### config.mk
export PLATFORM = sky130hd
export DESIGN_NAME = spike_event_scheduler_flat
export DESIGN_NICKNAME = d
export VERILOG_FILES = /design/src/rtl/snn_pkg.sv /design/src/rtl/spike_event_scheduler_if.sv /design/src/rtl/rr_arbiter.sv /design/src/rtl/spike_event_scheduler.sv /design/src/flat_wrapper.sv
export SDC_FILE = /design/constraint.sdc
export NUM_CORES = 1
export LEC_CHECK = 0
export ABC_AREA = 1
export CORE_ASPECT_RATIO = 0.75
export CORE_MARGIN = 10
export CORE_UTILIZATION = 40
export CTS_CLUSTER_DIAMETER = 120
export CTS_CLUSTER_SIZE = 12
export DETAILED_ROUTE_END_ITERATION = 6
export PLACE_DENSITY = 0.66
export SYNTH_ARGS = -nofsm -noshare
export SYNTH_HDL_FRONTEND = slang
export SYNTH_SLANG_ARGS = --single-unit
### constraint.sdc
create_clock -name clk -period 2.2 [get_ports clk]
set_clock_uncertainty 0.15 [all_clocks]
set_input_delay 0.33 -clock clk [delete_from_list [all_inputs] [get_ports clk]]
set_output_delay 0.33 -clock clk [all_outputs]
set_load 0.005 [all_outputs]
### src/rtl/snn_pkg.sv
// Shared defaults and scheduler state encoding for the spiking-network datapath.
package snn_pkg;
  localparam int N_IN_DEF   = 8;
  localparam int IDX_W_DEF  = 3;
  localparam int DROP_W_DEF = 8;

  typedef enum logic [1:0] {
    ST_IDLE  = 2'd0,
    ST_OFFER = 2'd1,
    ST_HOLD  = 2'd2
  } sched_state_e;
endpackage

### src/rtl/spike_event_scheduler_if.sv
// Event channel from the spike scheduler to the downstream accumulator.
interface spike_event_scheduler_if import snn_pkg::*; #(
  parameter int IDX_W = IDX_W_DEF
);
  // Transfer happens on a rising clk where evt_valid & evt_ready; once evt_valid
  // rises, evt_valid and evt_idx hold unchanged until that transfer cycle.
  logic             evt_valid;
  logic [IDX_W-1:0] evt_idx;
  logic             evt_ready;

  modport master (output evt_valid, output evt_idx, input evt_ready);
  modport slave  (input evt_valid, input evt_idx, output evt_ready);
endinterface

### src/rtl/rr_arbiter.sv
// Combinational round-robin pick: first set req bit at or above ptr, wrapping modulo N_IN.
module rr_arbiter import snn_pkg::*; #(
  parameter int N_IN  = N_IN_DEF,
  parameter int IDX_W = IDX_W_DEF
) (
  input  logic [N_IN-1:0]  req,
  input  logic [IDX_W-1:0] ptr,
  output logic             any,
  output logic [IDX_W-1:0] winner
);
  logic [N_IN-1:0] req_rot;

  // Rotating a doubled copy puts the bit at ptr in position 0.
  assign req_rot = N_IN'({req, req} >> ptr);

  always_comb begin
    any    = 1'b0;
    winner = '0;
    for (int k = N_IN - 1; k >= 0; k--) begin
      if (req_rot[k]) begin
        any    = 1'b1;
        winner = IDX_W'((int'(ptr) + k) % N_IN);
      end
    end
  end
endmodule

### src/rtl/spike_event_scheduler.sv
// Captures input spikes into a pending set and offers them one at a time, round-robin.
module spike_event_scheduler import snn_pkg::*; #(
  parameter int N_IN   = N_IN_DEF,
  parameter int IDX_W  = IDX_W_DEF,
  parameter int DROP_W = DROP_W_DEF
) (
  input  logic                 clk,
  input  logic                 rst,
  input  logic                 boot_mode,
  input  logic [N_IN-1:0]      edge_spike,
  input  logic                 drop_clr,
  spike_event_scheduler_if.master evt,
  output logic [N_IN-1:0]      pending,
  output logic                 busy,
  output logic                 overflow,
  output logic [DROP_W-1:0]    drop_cnt,
  output sched_state_e         state_dbg,
  output logic [IDX_W-1:0]     rr_ptr_dbg
);
  sched_state_e      state_q, state_d;
  logic [N_IN-1:0]   pending_q, pending_d;
  logic [IDX_W-1:0]  evt_idx_q, evt_idx_d;
  logic [IDX_W-1:0]  rr_ptr_q, rr_ptr_d;
  logic              overflow_q, overflow_d;
  logic [DROP_W-1:0] drop_cnt_q, drop_cnt_d;

  logic              evt_valid, handshake, drop_any, arb_any;
  logic [N_IN-1:0]   accept_mask, capture, arb_req;
  logic [IDX_W-1:0]  idx_inc, arb_ptr, arb_winner;

  assign evt_valid   = (state_q == ST_OFFER);
  assign handshake   = evt_valid & evt.evt_ready;
  assign accept_mask = handshake ? (N_IN'(1) << evt_idx_q) : '0;
  assign capture     = boot_mode ? '0 : edge_spike;
  // A spike on the bit being accepted re-arms it rather than dropping.
  assign pending_d   = (pending_q & ~accept_mask) | capture;
  assign drop_any    = |(capture & pending_q & ~accept_mask);
  assign idx_inc     = (evt_idx_q == IDX_W'(N_IN - 1)) ? '0 : evt_idx_q + IDX_W'(1);

  // While offering, the next winner is chosen from post-accept pending so back-to-back offers have no bubble.
  assign arb_req = (state_q == ST_OFFER) ? pending_d : pending_q;
  assign arb_ptr = (state_q == ST_OFFER) ? idx_inc   : rr_ptr_q;

  rr_arbiter #(.N_IN(N_IN), .IDX_W(IDX_W)) u_rr_arbiter (
    .req    (arb_req),
    .ptr    (arb_ptr),
    .any    (arb_any),
    .winner (arb_winner)
  );

  always_comb begin
    state_d   = state_q;
    evt_idx_d = evt_idx_q;
    rr_ptr_d  = rr_ptr_q;
    case (state_q)
      ST_IDLE: begin
        if (boot_mode) begin
          state_d = ST_HOLD;
        end else if (arb_any) begin
          state_d   = ST_OFFER;
          evt_idx_d = arb_winner;
        end
      end
      ST_OFFER: begin
        if (handshake) begin
          rr_ptr_d = idx_inc;
          if (!boot_mode && arb_any) begin
            evt_idx_d = arb_winner;
          end else begin
            state_d = boot_mode ? ST_HOLD : ST_IDLE;
          end
        end
      end
      ST_HOLD: begin
        if (!boot_mode) state_d = ST_IDLE;
      end
      default: state_d = ST_IDLE;
    endcase
  end

  always_comb begin
    overflow_d = overflow_q | drop_any;
    drop_cnt_d = drop_cnt_q;
    if (drop_any && (drop_cnt_q != '1)) drop_cnt_d = drop_cnt_q + DROP_W'(1);
    if (drop_clr) begin
      overflow_d = 1'b0;
      drop_cnt_d = '0;
    end
  end

  always_ff @(posedge clk or negedge rst) begin
    if (!rst) begin
      state_q    <= ST_IDLE;
      pending_q  <= '0;
      evt_idx_q  <= '0;
      rr_ptr_q   <= '0;
      overflow_q <= 1'b0;
      drop_cnt_q <= '0;
    end else begin
      state_q    <= state_d;
      pending_q  <= pending_d;
      evt_idx_q  <= evt_idx_d;
      rr_ptr_q   <= rr_ptr_d;
      overflow_q <= overflow_d;
      drop_cnt_q <= drop_cnt_d;
    end
  end

  assign evt.evt_valid = evt_valid;
  assign evt.evt_idx   = evt_idx_q;
  assign pending       = pending_q;
  assign busy          = (|pending_q) | evt_valid;
  assign overflow      = overflow_q;
  assign drop_cnt      = drop_cnt_q;
  assign state_dbg     = state_q;
  assign rr_ptr_dbg    = rr_ptr_q;
endmodule

### src/flat_wrapper.sv
// flat-port wrapper written by rule: the top's interface ports become plain ports
module spike_event_scheduler_flat import snn_pkg::*;
#(
  parameter int N_IN   = N_IN_DEF,
  parameter int IDX_W  = IDX_W_DEF,
  parameter int DROP_W = DROP_W_DEF
)
  (clk, rst, boot_mode, edge_spike, drop_clr, pending, busy, overflow, drop_cnt, state_dbg, rr_ptr_dbg, evt_evt_valid, evt_evt_idx, evt_evt_ready);
  spike_event_scheduler_if #(.IDX_W(IDX_W)) evt_i ();
  input  logic clk;
  input  logic rst;
  input  logic boot_mode;
  input  logic [N_IN-1:0] edge_spike;
  input  logic drop_clr;
  output logic [N_IN-1:0] pending;
  output logic busy;
  output logic overflow;
  output logic [DROP_W-1:0] drop_cnt;
  output sched_state_e state_dbg;
  output logic [IDX_W-1:0] rr_ptr_dbg;
  output wire logic [$bits(evt_i.evt_valid)-1:0] evt_evt_valid;
  output wire logic [$bits(evt_i.evt_idx)-1:0] evt_evt_idx;
  input wire logic [$bits(evt_i.evt_ready)-1:0] evt_evt_ready;
  assign evt_evt_valid = evt_i.evt_valid;
  assign evt_evt_idx = evt_i.evt_idx;
  assign evt_i.evt_ready = evt_evt_ready;
  spike_event_scheduler #(.N_IN(N_IN), .IDX_W(IDX_W), .DROP_W(DROP_W)) u_core (.clk(clk), .rst(rst), .boot_mode(boot_mode), .edge_spike(edge_spike), .drop_clr(drop_clr), .evt(evt_i), .pending(pending), .busy(busy), .overflow(overflow), .drop_cnt(drop_cnt), .state_dbg(state_dbg), .rr_ptr_dbg(rr_ptr_dbg));
endmodule
# Word-level counts from Yosys, hierarchy flattened
# Index checks and enable logic that the tools add are counted.
[totals]
ff_bits = 25
out_inout_bits = 27
word_cells = 83
input_bits = 13
[op_classes]
n_eq_ne = 11
n_reduce_logical = 11
n_bitwise = 8
shift = 2
mux = 36
addsub = 9
[op_table]
columns = ["cell", "count"]
rows = [
  ["$mux W3", 14],
  ["$mux W8", 5],
  ["$and A8 B8 Y8", 3],
  ["$reduce_or A8 Y1", 2],
  ["$shr A16 B3 Y8", 1],
  ["$add A3 B3 Y3 const B", 4],
  ["$mux W2", 6],
  ["$ne A2 B2 Y1 const B", 5],
  ["$mux W1", 9],
  ["$add A8 B1 Y8 const B", 1],
  ["$ne A8 B8 Y1 const B", 1],
  ["$not A8 Y8", 1],
  ["$or A8 B8 Y8", 1],
  ["$shl A1 B3 Y8 const A", 1],
  ["$add A3 B1 Y3 const B", 2],
  ["$add A3 B2 Y3 const B", 2],
  ["$pmux W2 S3", 1],
  ["$pmux W3 S2", 1],
  ["$reduce_and A5 Y1", 1],
  ["$reduce_and A4 Y1", 1],
  ["$reduce_bool A2 Y1", 2],
  ["$eq A3 B3 Y1 const B", 1],
  ["$ne A3 B2 Y1 const B", 1],
  ["$eq A2 B1 Y1 const B", 1],
  ["8 further kinds", 10],
]

# Logic depth before layout (Yosys ltp)
# Gate-level depths: netlist of the first run.
[logic_depth]
ltp_word = 20
mapped_depth = 21
depth_no_buf = 21

# Cells and area by module
# A second synthesis of the first run with hierarchy kept.
[hier_totals]
hier_cells = 352
area_unflattened_um2 = 2387.3
[by_module_without_submodules]
columns = ["mod", "cells_each", "instances", "area_per_inst_um2", "seq_area_each_um2"]
rows = [
  ["spike_event_scheduler", 225, 1, 1650.3, 625.6],
  ["rr_arbiter", 127, 1, 737.0, 0.0],
]

# Least setup slack after synthesis of the first run
# No wires, ideal clock.
[synth_path]
path_type = "reg-to-reg"
from = "reg u_core.evt_idx_q[0], in the netlist u_core.evt.evt_idx[0]"
to = "reg u_core.evt_idx_q[1], in the netlist u_core.evt.evt_idx[1]"
period_less_slack_ps = 2467
required_time_ps = 1934
path_stages_with_launch = 21
t_arrival_ps = 2200
path_buffers = 0
setup_time_ps = 116
slack_ps = -267
cell_sequence = "dfrtp_1 ha_1 ha_1 nor2_1 nand2_1 o21ai_2 inv_2 nand3_1 nand3_1 nand2_2 nand2_1 nand2_2 nand2_1 nor2_2 nand2_2 nand2_2 nand2_2 nand2_4 nor2_1 nand2_1 nand2_1"
[synth_between]
elab_chain_cells = 18
elab_cells_between_ends = 43
cone_classes = "add/sub (8); eq/ne (3); shift (2); mux (25); bitwise (3); reduce/logical (2)"
[synth_rtl]
columns = ["item", "line_no", "rtl"]
rows = [
  ["from (decl)", "spike_event_scheduler.sv:22", "logic [IDX_W-1:0] evt_idx_q, evt_idx_d;"],
  ["from (signal assigned)", "spike_event_scheduler.sv:102", "evt_idx_q <= evt_idx_d;"],
  ["parallel branches: the longest is 18 deep, another holds $add A3 B1 Y3", "--", ""],
]
# Parallel ways; which one is timed is not known. The select of a mux whose other input is x is not followed.
# A chain may end at the register's enable or synchronous reset.

# Final worst setup path of the first run
[layout_path]
from = "reg u_core.evt_idx_q[1], in the netlist u_core.evt.evt_idx[1]"
to = "reg u_core.evt_idx_q[2], in the netlist u_core.evt.evt_idx[2]"
# Same word-level chain as after synthesis.

==> results.txt, run 1 <==
Period utilisation layout: 1.21
FF+latch area: 628 sq um
Detailed Route WL: 8610 microns
GPL Wtd Cong: 0.911
Die W: 106 microns
Synth Cell Area: 2230 sq um
Boundary Pins: 40
CP top delay family: buffers and inverters
Maximum clock path buffer count: 2
Status: finished with violations
Post-DRT Antenna Nets: 0
RSZ-0062 raised after global routing: yes
Leak Pwr: 1.80 nW
Post-Syn Instances: 322
Fin. Hold Viols: 0
Critical Path Start Type: register
Final min period: 2670 ps
Worst path slowest cell: dfrtp_1
Seq/Total Area, Yosys: 0.281
Worst Max-Slew Pin Slew: 353 ps
Vias: 2,677
Diode count: 0
First-pass GRT wire length: 12,000 microns
Share of layout cells above drive strength 1: 0.490
Vias/cell: 5.21
Core Region: 5380 sq um
CTS Buf Count: 3
Die Ht: 84.6 microns
Clock root buffer: clkbuf_8
# rows: 23
Clock Latency Late Sink: 280 ps
Area contributors post-synth: dfrtp_1, nand2_1, nand3_1, ha_1, inv_1
Largest net degree at the start of global routing: 26
Kind of critical path: reg -> reg
Failing checks: setup timing
Area growth, synth to finish: 77.1%
Average cell area after synthesis: 6.92 sq um
Crit path largest cell delay: 450 ps
DRT iter0 DRCs: 343
Critical path required time: 2260 ps
CTS tree: yes
Buf+Inv Stages, Crit Path: 5
Drt wl/cell: 16.8 microns
Setup-failing EPs final: 14
Reported max-cap violation count: 0
Multi-input gate area: 1940 sq um
Total gr overflow: 0
Max FO, Critical Path: 5
Syn nets: 344
Final Net Count: 462
Place WS: -638 ps
Max frequency: 375 MHz
Slew Limit Fails: 0
Hold Crit Class: in -> async
Post-synth top area share: 0.281
VDD IR-drop max: 0.000979 V
Yosys top cell by area: dfrtp_1
Hold buffer count at cts: 0
I/O Buffers: 39
Synth unique cells: 36
Antenna violations before repair: 0
Drt first pass iters: 4
Fill count: 353
Die ar.: 8990 sq um
Synthesized flop and latch total: 25
Final TNS setup: -4190 ps
Worst path cell trace: ha_4 > buf_4 > ha_4 > inv_1 > o21ai_4 > buf_6 > buf_4 > xor2_1 > inv_1 > a21boi_1 > nand2_1 > nand2_1 > nand2_1 > nand2_1 > nand2_2 > a21oi_2
CP Depth: 16
Fin worst setup slack: -469 ps
Clk slew on worst S/H paths: 100 ps
Starting Density: 0.414
Max-Slew Margin vs Limit: 0.763
YS warnings: 0
Critical Path End Type: register
Vias in the first global route: 2,471
Total GRT Usage: 0.157
H-tree depth: 1
Clock sink count: 25
Hpwl dp: 5600 microns
Residual DRC: 0
P per Cell Area: 1860 nW/um^2
Critical Path AT: 2720 ps
Most frequent cell on the critical path: nand2_1
Worst r2r path cells: 16
[synthesized netlist by cell type (all sizes together)]
cell type / n
o41ai: 1
dfrtp: 25
buf: 8
a21boi: 1
xnor2: 2
o31ai: 1
ha: 9
nor4: 2
inv: 29
nand3: 54
nand2: 106
o21bai: 1
nand4: 4
xor2: 3
clkbuf: 1
or2: 9
a21oi: 16
o21ai: 19
o22ai: 4
o21a: 1
a211oi: 1
nor2: 23
nor3: 2
[placed cells by master, fill, tap and decap left out, types with 2 or more instances in the layout]
cell type	instances
clkdlybuf4s50_1	37
ha_4	6
o22ai_1	3
nand3_4	10
nor2_1	11
ha_1	3
buf_12	2
nand4_1	4
clkbuf_8	3
xor2_1	3
o21ai_1	6
nor2_4	6
or2_2	9
o21ai_2	4
nand3_2	26
nor4_1	2
dfrtp_1	23
inv_2	3
buf_6	11
dfrtp_2	2
a21oi_1	15
o21ai_4	7
nor2_2	5
nand2_1	69
buf_4	67
inv_4	4
clkbuf_16	2
o21ai_0	2
inv_1	21
nand2_4	7
nand3_1	18
nand2_2	30
[flip-flops by register name, summed over array words and instances, names as in the netlist]
name,cells
u_core.overflow,1
u_core.evt.evt_idx,3
u_core.pending,8
u_core.drop_cnt,8
u_core.state_dbg,2
u_core.rr_ptr_dbg,3
[final cells by class]
type / instances / share of cell area
multi-input cells: 259 / 0.490
clock buffers: 3 / 0.0105
flip-flops and latches: 25 / 0.159
repair buffers: 122 / 0.284
well taps: 75 / 0.0238
clock inverters: 1 / 0.00127
inverters: 29 / 0.0314
[logic make-up (layout without fill, tap and decap cells)]
family	after synthesis	in the layout	share of synthesized area
buffers and inverters	38	155	0.0820
XOR/XNOR	5	5	0.0197
AO/OA/AOI/OAI	45	45	0.141
AND/OR/NAND/NOR	200	200	0.426
adder cells (fa/ha/maj)	9	9	0.0505
flip-flops	25	25	0.281
[what timing repair did]
| action | CTS | global route |
|---|---|---|
| pin swaps | 14 | 36 |
| setup endpoints to repair | 15 | 15 |
| resized for setup | 42 | 89 |
| buffers inserted | 12 | 14 |
| cloned | 0 | 2 |
[metrics by stage]
step | instance area [sq um] | total power [mW] | utilization | hold WS, ps | std cells
after CTS | 3400 | 5.85 | 0.631 | 265 | 498
after global placement | 3130 | 5.10 | 0.581 | 326 | 482
after global routing | 3950 | 7.89 | 0.734 | 281 | 514
after floorplan | 2300 | 3.56 | - | -116 | 322
final | 3950 | 7.35 | 0.734 | 266 | 514
after detailed placement | 3130 | 5.15 | 0.581 | 354 | 482
[per-layer routing]
metal	wire length, microns	up-vias	GRT usage	share of wire
met4	73	0	0.0160	0.0085
met1	3930	1277	0.218	0.46
met3	440	8	0.0382	0.051
met5	0	-	0	0
li1	-	1307	-	-
met2	4160	85	0.249	0.48
[power by group]
| part | internal (mW) | switching, mW |
|---|---|---|
| clock | 0.127 | 0.157 |
| combinational | 2.89 | 3.44 |
| sequential | 0.578 | 0.158 |
| total | 3.59 | 3.75 |
[final timing paths]
kind | startpoint | end | slack (ps)
max in group asynchronous | rst | u_core.evt.evt_idx[0] | 1360
min in group clk | u_core.drop_cnt[6] | u_core.drop_cnt[6] | 370
setup reg to reg | u_core.evt.evt_idx[1] | u_core.evt.evt_idx[2] | -470
setup / recovery | u_core.evt.evt_idx[1] | u_core.evt.evt_idx[2] | -470
hold / removal | rst | u_core.drop_cnt[5] | 270
hold reg to reg | u_core.drop_cnt[6] | u_core.drop_cnt[6] | 370
Power figures use the tool's default switching activity.
==> run 2: changes to the inputs <==
--- a/config.mk
+++ b/config.mk
@@ -6,6 +6,7 @@
 export NUM_CORES = 1
 export LEC_CHECK = 0
 export ABC_AREA = 1
+export CAP_MARGIN = 30
 export CORE_ASPECT_RATIO = 0.75
 export CORE_MARGIN = 10
 export CORE_UTILIZATION = 40
==> results of run 2 <==
No change in the layout: final DEF, timing and power equal those of run 1.
==> run 3: changes to the inputs <==
--- a/config.mk
+++ b/config.mk
@@ -5,7 +5,6 @@
 export SDC_FILE = /design/constraint.sdc
 export NUM_CORES = 1
 export LEC_CHECK = 0
-export ABC_AREA = 1
 export CAP_MARGIN = 30
 export CORE_ASPECT_RATIO = 0.75
 export CORE_MARGIN = 10
@@ -13,7 +12,6 @@
 export CTS_CLUSTER_DIAMETER = 120
 export CTS_CLUSTER_SIZE = 12
 export DETAILED_ROUTE_END_ITERATION = 6
-export PLACE_DENSITY = 0.66
 export SYNTH_ARGS = -nofsm -noshare
 export SYNTH_HDL_FRONTEND = slang
 export SYNTH_SLANG_ARGS = --single-unit
==> constraint.sdc (replaced) <==
create_clock -name clk -period 3.25 [get_ports clk]
set_clock_uncertainty 0.15 [all_clocks]
set_input_delay 0.4875 -clock clk [delete_from_list [all_inputs] [get_ports clk]]
set_output_delay 0.4875 -clock clk [all_outputs]
set_load 0.005 [all_outputs]
==> run 3 against run 2 <==
  * The run now ends clean
  * First-iteration DRC count decreased by 35%
  * Die area grew 4.4%
  * Final cell count shrank 11%
  * Clock power is 32% lower
  * Largest cell class unchanged
==> results.txt, run 3 <==
Most frequent cells in the layout: buf_4, clkdlybuf4s50_1, nor2_1
Max-Slew Margin vs Limit: 0.626 (-0.137)
Hold Crit Class: reg -> reg
GPL Wtd Cong: 0.935 (+2.7%)
First-pass GRT wire length: 13,000 microns (+9.1%)
Design Power: 2.66 mW (-64%)
P per Cell Area: 768 nW/um^2 (-59%)
Clk slew on worst S/H paths: 100 ps (about the same)
Max FO, Critical Path: 5 (unchanged)
CTS tree: yes
Post-synth top area share: 0.266 (-0.0148)
Wire length on met1: 4050 microns (+3.0%)
Clock Latency Late Sink: 280 ps (about the same)
Hold path depth: 1
Worst r2r path cells: 11 (-5)
Drt first pass iters: 5 (+1)
Commonest non-fill, non-tap cell in the layout: buf_4
Critical Path Start Type: input pin
# rows: 24 (+4.3%)
Placed insts: 450 (-6.6%)
Post-Syn Instances: 276 (-14%)
RSZ-0062 raised after global routing: yes
Drt wl/cell: 18.2 microns (+8.9%)
Clock sink count: 25 (unchanged)
Fin. Hold Viols: 0 (unchanged)
I/O Buffers: 39 (unchanged)
DRT iter0 DRCs: 222 (-35%)
Area growth, synth to finish: 47.3%
Synth Flop Type: dfrtp_1
Hpwl dp: 6450 microns (+15%)
Antenna violations before repair: 0 (unchanged)
Critical Path AT: 3250 ps (+530 ps)
Leak Pwr: 1.52 nW (-16%)
Worst path slowest cell: clkdlybuf4s50_1
Largest net degree at the start of global routing: 26 (unchanged)
Boundary Pins: 40 (unchanged)
Diode count: 0 (unchanged)
Total gr overflow: 0 (unchanged)
Status: complete, no violations
Synth unique cells: 73 (+100%)
Slew Limit Fails: 0 (unchanged)
Top cells by count, synth: nor2_1, dfrtp_1, nand2_1
Total GRT Usage: 0.170 (+0.0129)
Starting Density: 0.408 (-0.00610)
Core Region: 5770 sq um (+7.1%)
Kind of critical path: in -> reg
Metal3 WL: 836 microns (+90%)
Syn nets: 298 (-13%)
Share of layout cells above drive strength 1: 0.302 (-0.188)
Die Ht: 86.4 microns (+2.1%)
Synthesized flop and latch total: 25 (unchanged)
Vias in the first global route: 2,510 (+1.6%)
Die W: 109 microns (+2.2%)
Layout Cells excl Fill: 456 (-11%)
Detailed Route WL: 8320 microns (-3.4%)
Vias/cell: 5.76 (+11%)
Final TNS setup: 0 ps (+4190 ps)
YS warnings: 0 (unchanged)
Worst Max-Slew Pin Slew: 554 ps (+201 ps)
Vias: 2,626 (-1.9%)
Synth Cell Area: 2350 sq um (+5.6%)
H-tree depth: 1 (unchanged)
Critical Path End Type: register
Post-DRT Antenna Nets: 0 (unchanged)
Final Net Count: 401 (-13%)
Average cell area after synthesis: 8.52 sq um (+23%)
Final min period: 3200 ps
Reported max-cap violation count: 0 (unchanged)
Max frequency: 312 MHz
Maximum clock path buffer count: 2 (unchanged)
CTS Buf Count: 3 (unchanged)
Async set or reset register ratio after synthesis: 1.00 (unchanged)
Worst path cell trace: clkdlybuf4s50_1 > or4bb_1 > o211a_1 > mux2_2 > nor2_1 > o31a_1 > buf_4 > nor3_1 > o221ai_1 > o211ai_1 > a31oi_1
Die ar.: 9380 sq um (+4.4%)
Top sig layer: met4
WL met2: 3390 microns (-19%)
Period utilisation layout: 0.986
Clock root buffer: clkbuf_8
Crit path largest cell delay: 500 ps (+50 ps)
Yosys top cell by area: dfrtp_1
Seq/Total Area, Yosys: 0.266 (-0.0148)
Critical path required time: 3290 ps (+1030 ps)
VDD IR-drop max: 0.000478 V (-51%)
Residual DRC: 0 (unchanged)
Post-synth EDFFs: 0 (unchanged)
Area contributors post-synth: dfrtp_1, ha_1, mux2i_1, nor2_1, nand2_1
Top-count cell post-synth: nor2_1
Setup-failing EPs final: 0 (-14)
[run 3: cell count changes after synthesis, moves of 6 or more]
cell / delta
nand3_2: -7
inv_1: -9
clkbuf_1: +6
nor3_1: +8
or2_2: -9
nand2_1: -74
nand3_1: -36
mux2i_1: +10
nor2_1: +7
nand2_2: -7
[run 3: what timing repair did]
action / CTS / global route
endpoints found under the setup margin: 1 / 3
setup buffers: 0 / 1
pin swaps: 0 / 3
resized for setup: 1 / 28
gates cloned: 0 / 1
hold buffers: 0 / 0
[run 3: path summary, 6_finish.rpt]
| check | from | end | slack, ps |
|---|---|---|---|
| min in group asynchronous | rst | u_core.pending[2] | 420 |
| setup / recovery | edge_spike[0] | u_core.evt.evt_idx[2] | 50 |
| setup reg to reg | u_core.state_dbg[1] | u_core.evt.evt_idx[2] | 100 |
| hold reg to reg | u_core.state_dbg[1] | u_core.state_dbg[0] | 390 |
| hold / removal | u_core.state_dbg[1] | u_core.state_dbg[0] | 390 |
| max in group asynchronous | rst | u_core.state_dbg[0] | 2250 |
[run 3: layer usage]
metal | global-route usage | vias up
met3 | 0.0400 | 5
li1 | - | 1247
met4 | 0.0155 | 0
met2 | 0.247 | 126
met5 | 0 | -
met1 | 0.255 | 1248
[run 3: cell type report]
cell class	count	area, sq um
clock buffers	4	45.0
fillers	542	2300
inverters	16	62.6
multi-input cells	223	1700
flip-flops and latches	25	628
well taps	78	97.6
repair buffers	110	932
[run 3: report_power, final]
| group | switching (mW) | internal, mW |
|---|---|---|
| clock | 0.106 | 0.0880 |
| combinational | 1.08 | 0.945 |
| sequential | 0.0709 | 0.368 |
| total | 1.26 | 1.40 |
[run 3: kinds of logic after synthesis]
group | after synthesis | synth area share
AND/OR/NAND/NOR | 113 | 0.269
AO/OA/AOI/OAI | 76 | 0.251
buffers and inverters | 29 | 0.0564
flip-flops | 25 | 0.266
multiplexers | 18 | 0.0883
adder cells (fa/ha/maj) | 9 | 0.0479
XOR/XNOR | 6 | 0.0223
[run 3: critical path, delay by kind of cell]
kind,cells,cell delay [ps]
AO/OA/AOI/OAI,5,1090
buffers and inverters,2,680
multiplexers,1,320
AND/OR/NAND/NOR,3,660
[run 3: metrics by stage]
stage | utilization | cell area, sq um | hold WS [ps] | setup slack [ps]
global route | 0.601 | 3470 | 430 | -33.4
detailed placement | 0.571 | 3290 | 366 | -299
finish | 0.601 | 3470 | 390 | 47.1
CTS | 0.580 | 3340 | 380 | 6.76
global placement | 0.571 | 3290 | 361 | -243
floorplan | - | 2350 | 41.9 | 67.4
